## config.mk

```make
export PLATFORM = sky130hd
export DESIGN_NAME = ram_burst_reader
export DESIGN_NICKNAME = d
export VERILOG_FILES = /design/src/rtl/ram_burst_reader.sv
export SDC_FILE = /design/constraint.sdc
export NUM_CORES = 1
export LEC_CHECK = 0
export ABC_AREA = 1
export CORE_ASPECT_RATIO = 1.1
export CORE_MARGIN = 3
export CORE_UTILIZATION = 61
export CTS_CLUSTER_DIAMETER = 30
export DETAILED_ROUTE_END_ITERATION = 7
export GPL_TIMING_DRIVEN = 0
export PLACE_DENSITY = 0.82
export SLEW_MARGIN = 10
export SYNTH_ARGS = -nofsm -noshare
export SYNTH_HDL_FRONTEND = slang
export SYNTH_SLANG_ARGS = --single-unit
```

## constraint.sdc

```tcl
create_clock -name clk -period 29.1 [get_ports clk]
set_input_delay 2.91 -clock clk [delete_from_list [all_inputs] [get_ports clk]]
set_output_delay 2.91 -clock clk [all_outputs]
set_load 0.02 [all_outputs]
```

## src/rtl/ram_burst_reader.sv

```systemverilog
// Burst read master: issues sequential reads to a dual-port RAM and streams the
// returned words through a small first-word-fall-through FIFO to a valid/ready consumer.
module ram_burst_reader #(
    parameter int ADDR_W = 12,
    parameter int DATA_W = 64,
    parameter int FIFO_D = 4,
    parameter int RD_LAT = 1
) (
    input  logic              clk,
    input  logic              rst,
    input  logic              start,
    input  logic [ADDR_W-1:0] base_addr,
    input  logic [ADDR_W:0]   burst_len,
    output logic              busy,
    output logic              done,
    output logic              read_enb,
    output logic [ADDR_W-1:0] rd_address,
    input  logic [DATA_W-1:0] data_out,
    output logic [DATA_W-1:0] m_data,
    output logic              m_valid,
    output logic              m_last,
    input  logic              m_ready
);

    localparam int PW = (FIFO_D > 1) ? $clog2(FIFO_D) : 1;
    localparam int CW = $clog2(FIFO_D) + 1;
    localparam logic [ADDR_W:0] LEN_ONE = (ADDR_W+1)'(1);

    // Handshake: a word moves to the consumer in every cycle where m_valid && m_ready.
    typedef enum logic [1:0] {
        S_IDLE  = 2'd0,
        S_BURST = 2'd1,
        S_DRAIN = 2'd2
    } state_t;

    state_t              r_state;
    state_t              w_state_nxt;
    logic [ADDR_W-1:0]   r_base;
    logic [ADDR_W:0]     r_len;
    logic [ADDR_W:0]     r_issued;
    logic [ADDR_W:0]     r_accepted;
    logic [RD_LAT-1:0]   r_pipe;
    logic [DATA_W-1:0]   r_mem [FIFO_D];
    logic [PW-1:0]       r_wr_ptr;
    logic [PW-1:0]       r_rd_ptr;
    logic [CW-1:0]       r_count;
    logic                r_zero_done;

    logic                w_accept;
    logic                w_rd;
    logic                w_push;
    logic                w_pop;
    logic                w_last;
    logic                w_done;
    logic                w_credit_ok;
    logic [CW-1:0]       w_inflight;

    assign w_accept = start && (r_state == S_IDLE);
    assign w_push   = r_pipe[RD_LAT-1];
    assign w_pop    = (r_count != '0) && m_ready;
    assign w_last   = (r_accepted == (r_len - LEN_ONE));

    always_comb begin
        w_inflight = '0;
        for (int i = 0; i < RD_LAT; i++) begin
            w_inflight = w_inflight + CW'(r_pipe[i]);
        end
    end

    // Words already buffered plus words still in the RAM pipe must fit in the FIFO.
    assign w_credit_ok = ({1'b0, r_count} + {1'b0, w_inflight}) < (CW+1)'(FIFO_D);

    always_ff @(posedge clk or posedge rst) begin
        if (rst) begin
            r_state <= S_IDLE;
        end else begin
            r_state <= w_state_nxt;
        end
    end

    always_comb begin
        w_state_nxt = r_state;
        w_rd        = 1'b0;
        w_done      = 1'b0;
        case (r_state)
            S_IDLE: begin
                w_done = r_zero_done;
                if (w_accept && (burst_len != '0)) begin
                    w_state_nxt = S_BURST;
                end
            end
            S_BURST: begin
                w_rd = (r_issued < r_len) && w_credit_ok;
                if (w_rd && (r_issued == (r_len - LEN_ONE))) begin
                    w_state_nxt = S_DRAIN;
                end
            end
            S_DRAIN: begin
                if (w_pop && w_last) begin
                    w_done      = 1'b1;
                    w_state_nxt = S_IDLE;
                end
            end
            default: w_state_nxt = S_IDLE;
        endcase
    end

    always_ff @(posedge clk or posedge rst) begin
        if (rst) begin
            r_base      <= '0;
            r_len       <= '0;
            r_issued    <= '0;
            r_accepted  <= '0;
            r_zero_done <= 1'b0;
        end else begin
            r_zero_done <= w_accept && (burst_len == '0);
            if (w_accept) begin
                r_base     <= base_addr;
                r_len      <= burst_len;
                r_issued   <= '0;
                r_accepted <= '0;
            end else begin
                if (w_rd) begin
                    r_issued <= r_issued + LEN_ONE;
                end
                if (w_pop) begin
                    r_accepted <= r_accepted + LEN_ONE;
                end
            end
        end
    end

    // Valid tag travels alongside each outstanding read so its data is captured on arrival.
    always_ff @(posedge clk or posedge rst) begin
        if (rst) begin
            r_pipe <= '0;
        end else begin
            r_pipe[0] <= w_rd;
            for (int i = 1; i < RD_LAT; i++) begin
                r_pipe[i] <= r_pipe[i-1];
            end
        end
    end

    always_ff @(posedge clk or posedge rst) begin
        if (rst) begin
            r_wr_ptr <= '0;
            r_rd_ptr <= '0;
            r_count  <= '0;
            for (int i = 0; i < FIFO_D; i++) begin
                r_mem[i] <= '0;
            end
        end else begin
            if (w_push) begin
                r_mem[r_wr_ptr] <= data_out;
                r_wr_ptr        <= r_wr_ptr + PW'(1);
            end
            if (w_pop) begin
                r_rd_ptr <= r_rd_ptr + PW'(1);
            end
            case ({w_push, w_pop})
                2'b10:   r_count <= r_count + CW'(1);
                2'b01:   r_count <= r_count - CW'(1);
                default: r_count <= r_count;
            endcase
        end
    end

    assign busy       = (r_state != S_IDLE);
    assign done       = w_done;
    assign read_enb   = w_rd;
    assign rd_address = r_base + r_issued[ADDR_W-1:0];
    assign m_valid    = (r_count != '0);
    assign m_data     = r_mem[r_rd_ptr];
    assign m_last     = m_valid && w_last;

endmodule

```

After elaboration in Yosys (flattened, before gate mapping):

Cells that the tools add are included.

* magnitude comparators: 5
* mux-type cells: 18
* bitwise logic cells: 2
* reduce and logical (&&, ||, !) cells: 18
* eq/ne operators: 9
* $add $sub $neg: 9

Operators with widths (count)
* $bwmux 256: 1
* $mux 64: 3
* $bmux 64 s2: 1
* $demux 64 s2: 1
* $mux 13: 4
* $add 13x1->13 const B: 2
* $eq 13x13->1: 2
* $logic_not 13->1: 1
* $lt 13x13->1: 1
* $reduce_bool 13->1: 1
* $sub 13x1->13 const B: 1
* $add 12x12->12: 1
* $logic_and 1x1->1: 9
* $reduce_bool 2->1: 4
* $ge 3x3->1 const B: 2
* $mux 2: 3
* $not 2->3: 2
* $pmux 2 s3: 1
* $pmux 3 s2: 1
* $add 2x1->2 const B: 2
* $add 3x1->4: 1
* $eq 2x1->1 const B: 2
* $eq 2x2->1 const B: 2
* $lt 4x3->1 const B: 1
* other kinds (10): 12

* register bits after elaboration: 318
* input port bits: 93
* output and inout bits: 81
* logic and storage cells: 75

Depth between registers and ports, before layout:

Gate-level depths: netlist of run 1.

* depth after elaboration: 6
* mapped depth: 15
* depth with buffers taken out: 15

Worst setup path before layout of run 1:

No wires, ideal clock.

* path type: input port to output port
* start point: input port m_ready
* end point: output port done
* arrival time: 3462 ps
* slack: 22728 ps
* path buffers: 0
* stages on the path: 4
* required time: 26190 ps
* path through: nand2_2 -> clkinv_1 -> nand4_1 -> nand2_1

* cells in the longest elaborated chain, start to end: 4

RTL lines
* start, declared: RTL line 22 `input logic m_ready`
* $logic_and 1x1->1: RTL line 60 `assign w_pop = (r_count != '0) && m_ready;`
* net w_pop: RTL line 52 `logic w_pop;`
* $logic_and 1x1->1: RTL line 99 `if (w_pop && w_last) begin`
* $mux 1: RTL line 99
* $pmux 1 s2: RTL line 85 `case (r_state)`
* end, declared: RTL line 15 `output logic done,`

The timed path passes the listed nets, and every way through them passes these cells.

Final worst setup path of run 1:

Ends and elaborated chain as after synthesis.

==> results of run 1 <==
## worst min-delay path, delay by kind of cell (launching register included)
family | cells | cell delay (ns)
and+or+nand+nor | 1 | 0.05
DFF | 1 | 0.33
AOI/OAI and AO/OA | 1 | 0.06
## stage by stage
step	utilization [%]	hold slack (ns)
finish	80.6	0.478
global route	80.6	0.499
CTS	80.6	0.479
detailed placement	71.1	0.468
global placement	70.8	0.461
floorplan	-	0.448
## path summary, 6_finish.rpt
kind                                 start          end  slack (ns)  cells after the start
worst max-delay path               m_ready         done       21.37                      6
worst min-delay path            r_mem[138]   r_mem[138]        0.48                      2
worst max register to register    r_len[2]  r_issued[7]       26.20                     10
worst min register to register  r_mem[138]   r_mem[138]        0.48                      2
max in group asynchronous              rst    r_mem[19]       24.72                      4
min in group asynchronous              rst   r_mem[230]        2.93                      2
## state kept, by name, indices dropped and copies added, names as in the netlist, 2 cells and up
signal and count:
r_base 12, r_accepted 13, r_len 13, r_state 2, r_mem 256, r_issued 13, r_wr_ptr 2, r_count 3
r_rd_ptr 2
## cell families (layout without fill, tap and decap cells)
kind of cell	count (synthesis)	count (layout)	share of synthesized area (%)
AO/OA/AOI/OAI	521	521	17.7
XOR/XNOR	25	25	1.67
adder cells (fa/ha/maj)	34	34	2.87
buffers and inverters	245	540	6.03
flip-flops	318	318	51.9
other	0	1	0
AND/OR/NAND/NOR	739	739	19.8
## cells in the mapped netlist (all sizes together)
library cell    n
nand3          68
xnor3           1
xor3            1
buf             3
nor3           16
nor3b           1
a21oi          32
a41oi           1
nor2          186
fa              2
dfrtp         318
or2             1
a211oi          1
o21bai          1
ha             32
nand3b          6
inv           136
xnor2           5
a31oi           2
o21a            1
o21ai         416
clkinv          2
a21o            1
nor4            5
nand4          10
nand2         446
o22ai          64
o2111ai         1
xor2           18
o31ai           1
clkbuf        104
## cell type report
type / count / share of cell area [%]
multi-input cells: 1319 / 32.5
repair buffers: 175 / 9.00
flip-flops and latches: 318 / 40.1
diodes: 1 / 0.0126
clock inverters: 35 / 2.70
clock buffers: 85 / 9.09
well taps: 310 / 1.95
inverters: 138 / 2.65
plain buffers: 107 / 2.04
## per-layer routing
layer  wire, um  global-route usage (%)
met2      22800                    58.0
met4       1720                    15.2
met5          0                       0
met1      19000                    47.2
met3       4730                    7.76
## power by group through the flow
stage,Clock (mW),Sequential (mW),Combinational (mW)
floorplan,0,0.748,0.749
global placement,0,0.773,1.16
detailed placement,0,0.780,1.19
CTS,0.791,0.785,1.22
global route,0.815,0.808,1.35
finish,0.793,0.793,1.23
==> key figures, run 1 <==
Synth
  • Yosys top cell area share: 51.9%
  • Mean post-synth cell area: 8.14 sq um
  • Syn Inst Count: 1,882
  • Area leader, netlist: dfrtp_1
  • Sequential-to-total area share from yosys stat: 51.9%
  • Synth Register Bits: 318
  • Number of warning messages in the yosys log: 0
  • Synth area leaders: dfrtp_1 (52%), o21ai_0 (14%), nand2_1 (11%), nor2_1 (4.4%), inv_1 (3.3%)
  • Net Count, Synth: 2,009
  • Cell area after synthesis: 0.0153 sq mm
  • Unique masters post-synth: 42

Setup path
  • Worst path arrival time: 4.82 ns
  • Max stage delay on crit path: 0.55 ns
  • Setup Crit Path Kind: in -> out
  • Cells along the critical path: clkdlybuf4s50_1 -> nand2_2 -> clkinv_1 -> nand4_1 -> nand2_1 -> clkdlybuf4s50_1
  • Crit-path most repeated cell: clkdlybuf4s50_1
  • Critical path required time: 26.19 ns
  • CP Max Fanout: 8
  • Buf/Inv on CP: 3
  • Delay-heaviest family, CP: buffers and inverters
  • CP startpoint kind: primary input
  • Worst setup EP type: primary output
  • CP max stage cell: clkdlybuf4s50_1

Worst hold path
  • Min-Delay Path Class: reg -> reg

Timing
  • Setup TNS Final: 0 ns
  • Period utilization: 26.6%
  • Hold Vio Cnt, Final: 0
  • Fmax: 129 MHz
  • Endpoints failing setup: 0
  • Final Max Slew Viols: 0
  • Rel. slew slack: 48.6%
  • Final worst slack: 21.37 ns
  • Actual slew at the worst max-slew pin: 0.771 ns
  • RSZ-0062 raised after global routing: false
  • Worst-case clock skew: 0.0174 ns
  • Final min period: 7.73 ns

Clocking
  • Clk slew on worst S/H paths: 0.04 ns
  • H-Tree Depth: 3
  • Clock tree sinks: 318
  • Clock Path Buffers: 3
  • Post-CTS sizing: 0
  • Clk_lat worst skew: 0.56 ns
  • CTS tree: yes
  • CTS buffer count: 66
  • Hold_buf cts: 0
  • Setup Buffers After CTS: 0
  • Clock Tree Root: clkbuf_16

Pwr
  • Logic gate share of total power: 43.7%
  • Pleak: 9.34 nW
  • Sequential share of power: 28.1%
  • Int Pwr: 1.66 mW
  • Max IR drop VDD: 0.110 mV
  • Clk pwr share: 28.1%
  • Switching power: 1.16 mW
  • Tot Pwr: 2.82 mW
  • Switching share of power: 41.2%
  • P per Cell Area: 142 mW/mm^2

Routing
  • Pre-Repair DR Iteration Count: 7
  • DR vias: 15,000
  • Drt initial violations: 1,784
  • WL per Instance: 19.4 um
  • Via-to-Cell Ratio: 6.05
  • DRC viols: 0
  • Post-Route WL: 48.3 mm
  • Post-DRT Antenna Nets: 0

Layout
  • Fillers: 1,585
  • Final-stage net count: 2,252
  • Share of layout cells above drive strength 1: 6.20%
  • Area of the multi-input gates: 0.00644 sq mm
  • Most frequent cells in the layout: nand2_1 (439), o21ai_0 (414), dfrtp_1 (318), nor2_1 (178), clkdlybuf4s50_1 (173)
  • Fin cells: 2,488
  • Syn-to-layout area delta: 29.5%
  • Most common cell after layout, fill and taps aside: nand2_1
  • Final Cell Area: 0.0199 sq mm
  • Storage cell area: 0.00796 sq mm

Placement
  • Port Buffer Count: 173
  • RePlAce Congestion: 0.947
  • Cell Area, Placed: 0.0175 sq mm
  • Cell Count Post-Placement: 2,367
  • HPWL Detailed: 30.1 mm
  • DP Worst Slack: 21.41 ns

Run status
  • Status: finished clean

Floorplanning
  • # rows: 60
  • Io pins: 174
  • Die Height: 172 um
  • Die width: 157 um
  • Starting Density: 62.2%
  • Die ar.: 0.0271 sq mm
  • Core Area: 0.0246 sq mm

Global route
  • Total gr overflow: 0
  • Pin count of the biggest net entering global routing: 122
  • Initial antenna violation count: 1
  • Number of global-route vias before repair: 15,300
  • Total GRT Usage: 35.8%
  • First-pass GRT wire length: 77.1 mm

Run
  • Max-cap violation count: 0
(Power assumes the default switching activity.)
==> inputs of run 2 (changes only) <==
--- a/config.mk
+++ b/config.mk
@@ -8,11 +8,11 @@
 export ABC_AREA = 1
 export CORE_ASPECT_RATIO = 1.1
 export CORE_MARGIN = 3
-export CORE_UTILIZATION = 61
+export CORE_UTILIZATION = 57
 export CTS_CLUSTER_DIAMETER = 30
 export DETAILED_ROUTE_END_ITERATION = 7
 export GPL_TIMING_DRIVEN = 0
-export PLACE_DENSITY = 0.82
+export PLACE_DENSITY = 0.77
 export SLEW_MARGIN = 10
 export SYNTH_ARGS = -nofsm -noshare
 export SYNTH_HDL_FRONTEND = slang
==> constraint.sdc (replaced) <==
create_clock -name clk -period 7.2 [get_ports clk]
set_input_delay 0.72 -clock clk [delete_from_list [all_inputs] [get_ports clk]]
set_output_delay 0.72 -clock clk [all_outputs]
set_load 0.02 [all_outputs]
==> run 2 against run 1 <==
  * Worst hold slack got worse by 0.0012 ns
  * Register-to-register slack worse by 22 ns
  * Clock power rose to 3.8 times the previous value
  * Via count decreased by 2.0%
  * Largest cell class unchanged
  * Utilization decreased by 4.8 points
  * Critical path type is now reg -> out
  * Non-clock buffer count up 7
  * Sequential power increased to 4.0 times the previous value
  * Sequential cell count did not move
  * Highest routed layer unchanged
  * Worst setup slack got worse by 18 ns
  * Power rose to 3.9 times the previous value
  * Die area grew 6.8%
  * Combinational power grew to 4.0 times the previous value
==> key figures, run 2 (synthesis gave the netlist of run 1 again) <==
Clocking
  • H-Tree Depth: 3
  • Clock Path Buffers: 3
  • Post-CTS sizing: 0
  • Clk_lat worst skew: 0.55 ns
  • CTS tree: yes
  • Clk slew on worst S/H paths: 0.04 ns
  • Hold_buf cts: 0
  • Clock tree sinks: 318
  • CTS buffer count: 68
  • Setup Buffers After CTS: 0
  • Clock Tree Root: clkbuf_16

Layout
  • Max FFs per register: 256
  • Fillers: 1,887
  • Area of the multi-input gates: 0.00644 sq mm
  • Syn-to-layout area delta: 30.0%
  • Most common cell after layout, fill and taps aside: nand2_1
  • Most frequent cells in the layout: nand2_1 (439), o21ai_0 (414), dfrtp_1 (318), nor2_1 (178), clkdlybuf4s50_1 (173)
  • Ant diodes: 0
  • Storage cell area: 0.00796 sq mm
  • Final-stage net count: 2,261
  • Top reg by flops: r_mem
  • Share of layout cells above drive strength 1: 6.76%

Timing
  • Setup TNS Final: 0 ns
  • RSZ-0062 raised after global routing: false
  • Final worst slack: 2.98 ns
  • Fmax: 237 MHz
  • Endpoints failing setup: 0
  • Period utilization: 58.6%
  • Final Max Slew Viols: 0
  • Actual slew at the worst max-slew pin: 0.739 ns
  • Worst-case clock skew: 0.0184 ns
  • Rel. slew slack: 50.7%
  • Hold Vio Cnt, Final: 0
  • Final min period: 4.22 ns

Setup path
  • Worst r2r src: r_len[2]
  • Setup Crit Path Kind: reg -> out
  • Critical path required time: 6.48 ns
  • Worst path arrival time: 3.50 ns
  • CP startpoint kind: flip-flop
  • Setup crit start: r_len[2]
  • CP Max Fanout: 11
  • Worst setup EP type: primary output

Worst hold path
  • Hold_sp: r_mem[123]
  • Min-Delay Path Class: reg -> reg

Run status
  • Status: finished clean

Placement
  • HPWL Detailed: 30.5 mm
  • RePlAce Congestion: 0.893
  • DP Worst Slack: 3.62 ns
  • Port Buffer Count: 173

Global route
  • Number of global-route vias before repair: 14,900
  • Total gr overflow: 0
  • Pin count of the biggest net entering global routing: 40
  • First-pass GRT wire length: 75.6 mm
  • Initial antenna violation count: 0
  • Total GRT Usage: 32.6%

Floorplanning
  • Die Height: 178 um
  • Starting Density: 58.3%
  • Die width: 162 um
  • Io pins: 174
  • Core Area: 0.0263 sq mm
  • Die ar.: 0.0289 sq mm
  • # rows: 62

Pwr
  • Pleak: 9.36 nW
  • P per Cell Area: 558 mW/mm^2
  • Tot Pwr: 11.1 mW
  • Max IR drop VDD: 0.350 mV

Routing
  • DRC viols: 0
  • DR vias: 14,700
  • Via-to-Cell Ratio: 5.80
  • Post-Route WL: 46.3 mm
  • WL per Instance: 18.2 um
  • Post-DRT Antenna Nets: 0
  • Drt initial violations: 1,392
  • Pre-Repair DR Iteration Count: 6

Run
  • Max-cap violation count: 0
run 2: cell types whose count changed in the layout (fill, tap and decap cells not counted), sizes merged:
cell / change
clkinv: +5
clkinvlp: +2
bufinv: -8
clkbuf: +5
diode: -1
buf: +7
run 2: path summary, 6_finish.rpt:
path / slack [ns] / endpoint / cells past startpoint
setup / recovery: 2.98 / read_enb / 9
setup reg to reg: 4.58 / r_issued[0] / 10
hold / removal: 0.48 / r_mem[123] / 2
max in group asynchronous: 5.03 / r_mem[167] / 7
min in group asynchronous: 0.59 / r_mem[76] / 2
hold reg to reg: 0.48 / r_mem[123] / 2
run 2: layer usage:
| metal | GRT usage (%) | vias up | part of all wire, % |
|---|---|---|---|
| li1 | - | 6756 | - |
| met1 | 41.8 | 7104 | 40 |
| met5 | 0 | - | 0 |
| met3 | 6.62 | 135 | 8.7 |
| met2 | 54.3 | 747 | 48 |
| met4 | 13.8 | 0 | 3.3 |
run 2: per-stage QoR:
step	cell area (sq um)	utilization (%)	hold WS [ns]	cells
5_1_grt	19900	75.8	0.501	2540
4_1_cts	19900	75.8	0.479	2540
2_1_floorplan	15300	-	0.448	1882
3_3_place_gp	17500	66.6	0.461	2407
6_report	19900	75.8	0.477	2540
3_5_place_dp	17700	67.2	0.467	2416
run 2: area by class of cell:
type,instances,share of cell area [%]
Multi-Input combinational cell,1319,32.3
Tap cell,352,2.21
Clock buffer,90,9.67
Sequential cell,318,39.9
Clock inverter,34,1.60
Buffer,107,2.03
Inverter,138,2.62
Timing Repair Buffer,182,9.59
run 2: power by group:
group | internal [mW] | switching (mW)
clock network | 2.02 | 0.998
registers | 2.65 | 0.514
logic | 1.86 | 3.07
run 2: worst max-delay path: stages (launching register included):
cell and delay, ns:
dfrtp_1 0.46, inv_1 0.12, ha_1 0.34, a21oi_1 0.18, o21ai_0 0.09, o21ai_0 0.19
nand3_1 0.19, nor2_2 0.43, buf_4 0.32, clkdlybuf4s50_1 0.64
==> inputs of run 3 (changes only) <==
--- a/config.mk
+++ b/config.mk
@@ -8,11 +8,11 @@
 export ABC_AREA = 1
 export CORE_ASPECT_RATIO = 1.1
 export CORE_MARGIN = 3
-export CORE_UTILIZATION = 57
+export CORE_UTILIZATION = 51
 export CTS_CLUSTER_DIAMETER = 30
 export DETAILED_ROUTE_END_ITERATION = 7
 export GPL_TIMING_DRIVEN = 0
-export PLACE_DENSITY = 0.77
+export PLACE_DENSITY = 0.72
 export SLEW_MARGIN = 10
 export SYNTH_ARGS = -nofsm -noshare
 export SYNTH_HDL_FRONTEND = slang
==> constraint.sdc (replaced) <==
create_clock -name clk -period 3.79 [get_ports clk]
set_input_delay 0.379 -clock clk [delete_from_list [all_inputs] [get_ports clk]]
set_output_delay 0.379 -clock clk [all_outputs]
set_load 0.02 [all_outputs]
==> run 3 against run 2 <==
  * Via count shrank 1.0%
  * Critical path type unchanged
  * Cell count grew 0.98%
  * Clock power grew 120%
  * Die area grew 11%
  * Sequential cell count is the same
  * Critical path depth shrank 3
  * Sequential share of layout area shrank 0.84 points
  * Worst setup slack lost 2.8 ns
  * Power grew 98%
  * Highest routed layer unchanged
  * Count of clock-buffer cells in the layout shrank 2
  * Combinational power grew 91%
==> key figures, run 3 (synthesis gave the netlist of run 1 again) <==
Run status
  • Status: finished clean

Clocking
  • Clk_lat worst skew: 0.58 ns
  • Clock Tree Root: clkbuf_16
  • H-Tree Depth: 3
  • Clk slew on worst S/H paths: 0.05 ns
  • CTS buffer count: 72
  • Hold_buf cts: 0
  • Clock tree sinks: 318
  • CTS tree: yes
  • Clock Path Buffers: 3

Setup path
  • CP Max Fanout: 10
  • CP max stage cell: clkdlybuf4s50_1
  • Buf/Inv on CP: 4
  • Cells along the critical path: inv_1 -> clkbuf_1 -> clkbuf_1 -> nor2_1 -> o22ai_1 -> clkdlybuf4s50_1
  • Worst path arrival time: 3.23 ns
  • Worst setup EP type: primary output
  • Max stage delay on crit path: 0.68 ns
  • Crit-path most repeated cell: clkbuf_1
  • Critical path required time: 3.41 ns
  • Setup Crit Path Kind: reg -> out
  • CP startpoint kind: flip-flop
  • Delay-heaviest family, CP: buffers and inverters

Timing
  • Final worst slack: 0.186 ns
  • Fmax: 277 MHz
  • Actual slew at the worst max-slew pin: 0.750 ns
  • Worst-case clock skew: 0.0203 ns
  • Period utilization: 95.1%
  • Final Max Slew Viols: 0
  • Hold Vio Cnt, Final: 0
  • Endpoints failing setup: 0
  • Rel. slew slack: 50.0%
  • Final min period: 3.60 ns

Layout
  • Top reg by flops: r_mem
  • Most common cell after layout, fill and taps aside: nand2_1
  • Final-stage net count: 2,267
  • Ant diodes: 0
  • Fin cells: 2,565
  • Share of layout cells above drive strength 1: 7.33%
  • Max FFs per register: 256
  • Most frequent cells in the layout: nand2_1 (439), o21ai_0 (414), dfrtp_1 (318), nor2_1 (178), clkdlybuf4s50_1 (172)
  • Syn-to-layout area delta: 32.8%

Pwr
  • Switching share of power: 40.6%
  • Pleak: 9.54 nW
  • Clk pwr share: 29.9%
  • P per Cell Area: 1080 mW/mm^2
  • Int Pwr: 13.1 mW
  • Sequential share of power: 27.3%
  • Max IR drop VDD: 0.888 mV
  • Logic gate share of total power: 42.8%
  • Switching power: 8.92 mW

Floorplanning
  • Die Height: 188 um
  • Core Area: 0.0291 sq mm
  • # rows: 65
  • Io pins: 174
  • Die width: 171 um
  • Starting Density: 52.6%
  • Die ar.: 0.0322 sq mm

Global route
  • Number of global-route vias before repair: 14,900
  • Total gr overflow: 0
  • Total GRT Usage: 29.4%
  • First-pass GRT wire length: 75.8 mm
  • Pin count of the biggest net entering global routing: 39
  • Initial antenna violation count: 0

Routing
  • WL per Instance: 18.3 um
  • DRC viols: 0
  • Post-DRT Antenna Nets: 0
  • Post-Route WL: 46.9 mm
  • Via-to-Cell Ratio: 5.69
  • Pre-Repair DR Iteration Count: 5
  • DR vias: 14,600
  • Drt initial violations: 1,211

Placement
  • DP Worst Slack: 0.485 ns
  • Port Buffer Count: 173
  • Cell Count Post-Placement: 2,433
  • HPWL Detailed: 31.2 mm
  • RePlAce Congestion: 0.872

Worst hold path
  • Min-Delay Path Class: in -> async

Run
  • Max-cap violation count: 0
-- run 3: layout make-up --
class	instances	area (sq um)
repair buffers	184	1960
clock inverters	43	637
inverters	138	522
multi-input cells	1319	6450
well taps	368	460
fillers	2325	8760
flip-flops and latches	318	7960
plain buffers	107	405
clock buffers	88	1960
-- run 3: repair_timing --
action / CTS / global route
endpoints found under the setup margin: 1 / 3
setup buffers: 1 / 0
pin swaps: 1 / 0
resized for setup: 1 / 2
-- run 3: final timing paths --
check                              end  cells after the start          from  slack [ns]
max                         m_data[27]                      6   r_rd_ptr[0]        0.19
min                          r_mem[73]                      2           rst        0.13
max reg2reg                r_issued[8]                      9  r_issued[11]        1.23
min reg2reg                 r_mem[173]                      2    r_mem[173]        0.48
max in group asynchronous    r_base[3]                      5           rst        2.66
min in group clk             r_base[5]                      3  base_addr[5]        0.34
-- run 3: metrics by stage --
stage	util [%]	total power [mW]	setup TNS, ns	hold WS, ns	cell area [sq um]
after global placement	60.2	14.9	-950.43	0.460	17500
after detailed placement	60.9	15.2	0	0.468	17700
after CTS	69.9	21.9	0	0.126	20300
after global routing	69.9	23.3	-0.00715	0.146	20400
final	69.9	22.0	0	0.127	20400
after floorplan	-	11.5	-263.25	0.448	15300
-- run 3: metal layers --
metal  up-vias  routed length, um  GRT usage [%]
li1       6785                  -              -
met5         -                  0              0
met1      7045              19300           38.6
met2       643              22600           48.6
met3       117               3550           5.46
met4         0               1440           10.9
-- run 3: power by group through the flow --
stage / logic (mW) / clock network, mW / registers (mW)
after global routing: 10.3 / 6.82 / 6.18
after detailed placement: 9.18 / 0 / 5.97
final: 9.40 / 6.58 / 5.99
after CTS: 9.36 / 6.61 / 5.96
after floorplan: 5.75 / 0 / 5.74
after global placement: 8.94 / 0 / 5.93
